--- src/rtl/cordic_ctrl_pkg.sv ---
// Shared types and constants for the CORDIC iteration sequencer.
// Optional gain-compensation step is enabled by CORDIC_SCALE_STEP_EN.
package cordic_ctrl_pkg;

    localparam int ITER_DEF  = 16;
    localparam int CNT_W_DEF = 6;

    localparam logic OP_ADD = 1'b0;
    localparam logic OP_SUB = 1'b1;

    typedef enum logic [4:0] {
        S_IDLE  = 5'b00001,
        S_LOAD  = 5'b00010,
        S_ITER  = 5'b00100,
        S_SCALE = 5'b01000,
        S_DONE  = 5'b10000
    } state_e;

endpackage

--- src/rtl/cordic_iter_cnt.sv ---
// Loadable saturating iteration counter; last flags index ITER-1.
module cordic_iter_cnt
    import cordic_ctrl_pkg::*;
#(
    parameter int ITER  = ITER_DEF,
    parameter int CNT_W = CNT_W_DEF
) (
    input  logic             clk,
    input  logic             rst_n,
    input  logic             clr,
    input  logic             en,
    output logic [CNT_W-1:0] cnt,
    output logic             last
);

    logic [CNT_W-1:0] cnt_q;
    logic [CNT_W-1:0] cnt_d;

    assign last = (cnt_q == CNT_W'(ITER - 1));
    assign cnt  = cnt_q;

    // Saturate at ITER-1 so the index never wraps back to zero.
    always_comb begin
        cnt_d = cnt_q;
        if (clr) begin
            cnt_d = '0;
        end else if (en && !last) begin
            cnt_d = cnt_q + 1'b1;
        end
    end

    always_ff @(posedge clk) begin
        if (!rst_n) begin
            cnt_q <= '0;
        end else begin
            cnt_q <= cnt_d;
        end
    end

endmodule

--- src/rtl/cordic_iter_ctrl.sv ---
// CORDIC micro-rotation sequencer: load, ITER rotations, done/ack handshake.
// Define CORDIC_SCALE_STEP_EN to add a one-cycle gain-compensation step.
module cordic_iter_ctrl
    import cordic_ctrl_pkg::*;
#(
    parameter int ITER  = ITER_DEF,
    parameter int CNT_W = CNT_W_DEF
) (
    input  logic             clk,
    input  logic             rst_n,
    input  logic             start,
    input  logic             ack,
    input  logic             z_sign,
    output logic             load_init,
    output logic             iter_en,
    output logic [CNT_W-1:0] iter_idx,
    output logic [CNT_W-1:0] lut_addr,
    output logic             op_x,
    output logic             op_y,
    output logic             op_z,
    output logic             scale_en,
    output logic             busy,
    output logic             done
);

    state_e           state_q;
    state_e           state_d;
    logic             cnt_clr;
    logic             cnt_en;
    logic             cnt_last;
    logic [CNT_W-1:0] cnt;

    cordic_iter_cnt #(
        .ITER  (ITER),
        .CNT_W (CNT_W)
    ) u_cnt (
        .clk   (clk),
        .rst_n (rst_n),
        .clr   (cnt_clr),
        .en    (cnt_en),
        .cnt   (cnt),
        .last  (cnt_last)
    );

    always_comb begin
        state_d = state_q;
        cnt_clr = 1'b0;
        cnt_en  = 1'b0;
        case (state_q)
            S_IDLE: begin
                if (start) state_d = S_LOAD;
            end
            S_LOAD: begin
                cnt_clr = 1'b1;
                state_d = S_ITER;
            end
            S_ITER: begin
                cnt_en = 1'b1;
                if (cnt_last) begin
`ifdef CORDIC_SCALE_STEP_EN
                    state_d = S_SCALE;
`else
                    state_d = S_DONE;
`endif
                end
            end
            S_SCALE: state_d = S_DONE;
            S_DONE: begin
                // A start coinciding with ack is dropped on purpose.
                if (ack) state_d = S_IDLE;
            end
            default: state_d = S_IDLE;
        endcase
    end

    always_ff @(posedge clk) begin
        if (!rst_n) begin
            state_q <= S_IDLE;
        end else begin
            state_q <= state_d;
        end
    end

    assign load_init = (state_q == S_LOAD);
    assign iter_en   = (state_q == S_ITER);
    assign busy      = (state_q != S_IDLE);
    assign done      = (state_q == S_DONE);
    assign iter_idx  = cnt;
    assign lut_addr  = cnt;

`ifdef CORDIC_SCALE_STEP_EN
    assign scale_en = (state_q == S_SCALE);
`else
    assign scale_en = 1'b0;
`endif

    // Rotate toward zero residual angle: positive z subtracts on x and z.
    assign op_x = iter_en ? (z_sign ? OP_ADD : OP_SUB) : OP_ADD;
    assign op_y = iter_en ? (z_sign ? OP_SUB : OP_ADD) : OP_ADD;
    assign op_z = op_x;

endmodule

--- config.mk ---
export PLATFORM = sky130hd
export DESIGN_NAME = cordic_iter_ctrl
export DESIGN_NICKNAME = d
export VERILOG_FILES = /design/src/rtl/cordic_ctrl_pkg.sv /design/src/rtl/cordic_iter_cnt.sv /design/src/rtl/cordic_iter_ctrl.sv
export SDC_FILE = /design/constraint.sdc
export NUM_CORES = 1
export LEC_CHECK = 0
export BUFFER_PORTS_ARGS = -buffer_cell sky130_fd_sc_hd__clkbuf_2
export CAP_MARGIN = 40
export CORE_AREA = 2 2 39 41
export DETAILED_ROUTE_END_ITERATION = 12
export DIE_AREA = 0 0 41 43
export PLACE_DENSITY = 0.75
export SETUP_SLACK_MARGIN = 0.02
export SYNTH_ARGS = -nofsm -noshare
export SYNTH_HDL_FRONTEND = slang
export SYNTH_HIERARCHICAL = 1
export SYNTH_SLANG_ARGS = --single-unit
--- constraint.sdc ---
create_clock -name clk -period 3.84 [get_ports clk]
set_clock_uncertainty 0.2 [all_clocks]
set_input_delay 0.384 -clock clk [delete_from_list [all_inputs] [get_ports clk]]
set_output_delay 0.384 -clock clk [all_outputs]
set_load 0.01 [all_outputs]
Yosys cells after proc, flatten, opt, wreduce, memory -nomap -nowiden --
Cells that the tools add are included.
Storage, ports and cells: word-level logic and storage cells 28, bits of input ports 5, register bits 11, output and inout bits 20
Cells by class: add/sub/neg operators 1, bitwise logic cells 1, multiplexer cells 10, reduce and logical (&&, ||, !) cells 4, eq/ne operators 10
Operators with widths (count):
- $pmux W5 S5 | 1
- $mux W5 | 3
- $add A6 B1 Y6 const B | 1
- $eq A6 B4 Y1 const B | 1
- $mux W1 | 6
- $eq A5 B1 Y1 const B | 1
- $eq A5 B2 Y1 const B | 1
- $eq A5 B3 Y1 const B | 1
- $eq A5 B4 Y1 const B | 1
- $eq A5 B5 Y1 const B | 1
- $ne A5 B1 Y1 const B | 1
- $ne A2 B2 Y1 const B | 2
- $reduce_and A3 Y1 | 1
- $ne A2 B1 Y1 const B | 1
- $reduce_or A2 Y1 | 1
- $logic_and A1 B1 Y1 | 1
- $logic_not A1 Y1 | 1
- $not A1 Y1 | 1

Depth between registers and ports, before layout --
word-level depth 3, depth in mapped cells 5, depth with buffers taken out 5

Cells and area by module --
Netlist, hierarchy kept.
Modules (own cells, without submodules):
- cordic_iter_cnt | times used 1, seq. area each 120.1 um^2, area each 307.8 um^2, cells an instance 36
- cordic_iter_ctrl | times used 1, seq. area each 80.1 um^2, area each 286.5 um^2, cells an instance 35

Worst setup path before layout --
Ideal clock, no wire load.
path type register to output, start point reg state_q[2], end point out op_z, stages on the path, launching flop included 5, path slack 1.906 ns, arrival 1.350 ns, buffers on the path 1, required time 3.256 ns, cell sequence dfxtp_1 nor2b_1 and2_1 nor2b_1 buf_4
On the way: cells in the longest elaborated chain, start to end 2
RTL lines:
- from (decl) | RTL line cordic_iter_ctrl.sv:26 | state_e state_q;
- from (signal assigned) | RTL line cordic_iter_ctrl.sv:80 | state_q <= state_d;
- $eq A5 B3 Y1 | RTL line cordic_iter_ctrl.sv:85 | assign iter_en = (state_q == S_ITER);
- via iter_en | RTL line cordic_iter_ctrl.sv:15 | output logic iter_en,
- $mux W1 | RTL line cordic_iter_ctrl.sv:98 | assign op_x = iter_en ? (z_sign ? OP_ADD : OP_SUB) : OP_ADD;
- to (decl) | RTL line cordic_iter_ctrl.sv:20 | output logic op_z,
The timed path passes the listed nets, and every way through them passes these cells.

Final worst setup path --
start point reg state_q[2], end point out op_x
On the way: cells in the longest elaborated chain, start to end 2
RTL lines:
- $eq A5 B3 Y1 | RTL line cordic_iter_ctrl.sv:85
- $mux W1 | RTL line cordic_iter_ctrl.sv:98
- to (decl) | RTL line cordic_iter_ctrl.sv:18 | output logic op_x,
Every way passes these cells.

==> metrics.cfg <==
[final_layout]
diodes=0
area_growth_pct=18.74
drive_gt1_share_pct=35.56
n_fill_cell=140
finalNonFillerCells=106
fin_nets=97

[timing]
fmax_mhz=463.1
holdWs_ns=0.1734
slew_violations=0
worst_pin_slew_ns=0.5184
setup_viol=0
hold_violations=0
fin_setup_tns_ns=0
relSlewSlack_pct=64.95
finalCritPeriodShare_pct=56.23
layout_min_cycle_time_ns=2.159
rsz0062_at_grt=no

[routing]
antenna_left=0
detail_route.wl_per_cell_um=11.06
first_pass_iters=4
vias=568
drt_iter0_markers=12
viasPerCell=5.358
wl_um=1172
drc_errors=0

[logic_synthesis]
yosys.area.top_type=dfxtp_1
async_flop_share_pct=0
synth_top_family_by_area=simple AND/OR/NAND/NOR gates
synthTopCellsByCount=10 x dfxtp_1, 8 x buf_4, 6 x nand2_1
syn_area_um2=594.3
synth_flop_cell=dfxtp_1
ys_types=29
synth_compound_area_share_pct=14.32
yosysWarnings=6
synth_cells=71
synthSimpleGateAreaFrac_pct=33.26
synth_most_common_cell=dfxtp_1
synth_top_area_share_pct=33.68
synth_edf_count=0
synth_mux_area_share_pct=3.368
synth_fp_nets=77
syn_avg_cell_area_um2=8.371
synthXorXnorAreaFrac_pct=0
ys_seq_elements=10
ys_seq_area_share_pct=33.68
synthAdderAreaFrac_pct=2.105
synth_area_leaders=dfxtp_1 34%, buf_4 10%, a21oi_1 4.2%, nand2_1 3.8%, mux2i_1 3.4%

[setup_path]
critPathKind=reg -> out
cp-end-kind=primary output
critPathMaxFanout=8
crit_arrival_ns=1.58
critPathLaunchType=register
cp.required_ns=3.26

[global_route]
grt_pass1_vias=451
grtUsageTotal_pct=15.12
antenna_found_initial=0
overflow=0
grt_max_degree=10
grt_pass1_wl_um=1842

[clock_network]
cts_buffer_depth=2
cts_hold_buf=0
cts_buffers=3
cts_setup_buffers=0
root_buffer=clkbuf_4
ctsResizeCount=0
clk_latency_ns=0.27
cts_tree=built
clock_sinks=10
htreeDepth=1
clkTransAtPathRegs_ns=0.06

[place]
dp_cells=102
dpl.hpwl_um=900.5
place.gp.congestion=0.7212
io_buffers=23

[worst_hold_path]
hold_class=in -> reg

[floorplan]
rows=14
io_pins=25
core_um2=1384
dieArea_um2=1763
die_h_um=43
start_util_pct=42.95
dieWidth_um=41

[run_status]
status=finished, final reports clean

[power_and_ir_drop]
vdd_drop_max_mv=0.1618
powerDensity_nw_per_um2=313.4
power.leakage_nw=0.3122

[job]
maxCapViolCount=0

-- metal layers --
layer	wire (µm)	global-route usage [%]	up-vias
li1	-	-	281
met1	495	19.54	267
met2	580	21.56	20
met3	95	7.853	0
met4	0	4.000	0
met5	0	0	-
-- sequential cells by signal, indices dropped and copies added (netlist names) --
name and cells:
state_q 4, u_cnt/cnt 6
-- critical path: stages (launching register included) --
cell and delay, ns:
dfxtp_1 0.41, nor2b_1 0.25, and2_1 0.30, nor2b_1 0.20
clkbuf_2 0.16
-- final timing paths --
check,from,to,slack (ns),depth (start not counted)
worst max register to register,state_q[2]$_SDFFE_PN0P_,u_cnt/cnt[4]$_SDFFE_PP0P_,1.96,5
worst max-delay path,state_q[2]$_SDFFE_PN0P_,op_x,1.68,4
worst min register to register,state_q[0]$_SDFFE_PN1P_,state_q[0]$_SDFFE_PN1P_,0.31,2
worst min-delay path,start,state_q[1]$_SDFFE_PN0P_,0.17,3
-- cell type report --
class / instances / area, µm² / share of cell area, %
multi-input cells: 49 / 319.1 / 45.21
flip-flops and latches: 10 / 200.2 / 28.37
inverters: 4 / 15.01 / 2.128
repair buffers: 23 / 115.1 / 16.31
well taps: 16 / 20.02 / 2.837
clock buffers: 4 / 36.28 / 5.142
-- layout by cell type, fill, tap and decap left out, types with 2 or more instances in the layout --
master	n
nand2_1	6
mux2i_1	2
nor2_1	4
nand3_1	3
nand2b_1	2
nor3b_1	2
o21ai_0	2
a21oi_1	5
and3_1	2
nand4_1	2
nor4b_1	2
nor2b_1	3
inv_1	4
dfxtp_1	10
clkbuf_2	23
clkbuf_4	3
-- kinds of logic after synthesis --
group                    count (synthesis)
multiplexers                             2
AO/OA/AOI/OAI                           13
AND/OR/NAND/NOR                         32
other                                    1
adder cells (fa/ha/maj)                  1
flip-flops                              10
buffers and inverters                   12
-- through the flow --
stage	util, %	cell area, µm²	power (mW)	worst slack [ns]
2_1_floorplan	-	594.3	0.1227	1.906
3_3_place_gp	48.37	669.4	0.1281	2.023
3_5_place_dp	48.37	669.4	0.1283	1.953
4_1_cts	50.99	705.7	0.2243	1.668
5_1_grt	50.99	705.7	0.2334	1.545
6_report	50.99	705.7	0.2212	1.681
-- power breakdown --
part / switching (mW) / internal (mW) / total, mW
registers: 0.00254 / 0.105 / 0.108
clock network: 0.0378 / 0.0576 / 0.0953
logic: 0.00936 / 0.00851 / 0.0179
total: 0.0497 / 0.172 / 0.221
Note: power is estimated with default switching activity, not from simulation.
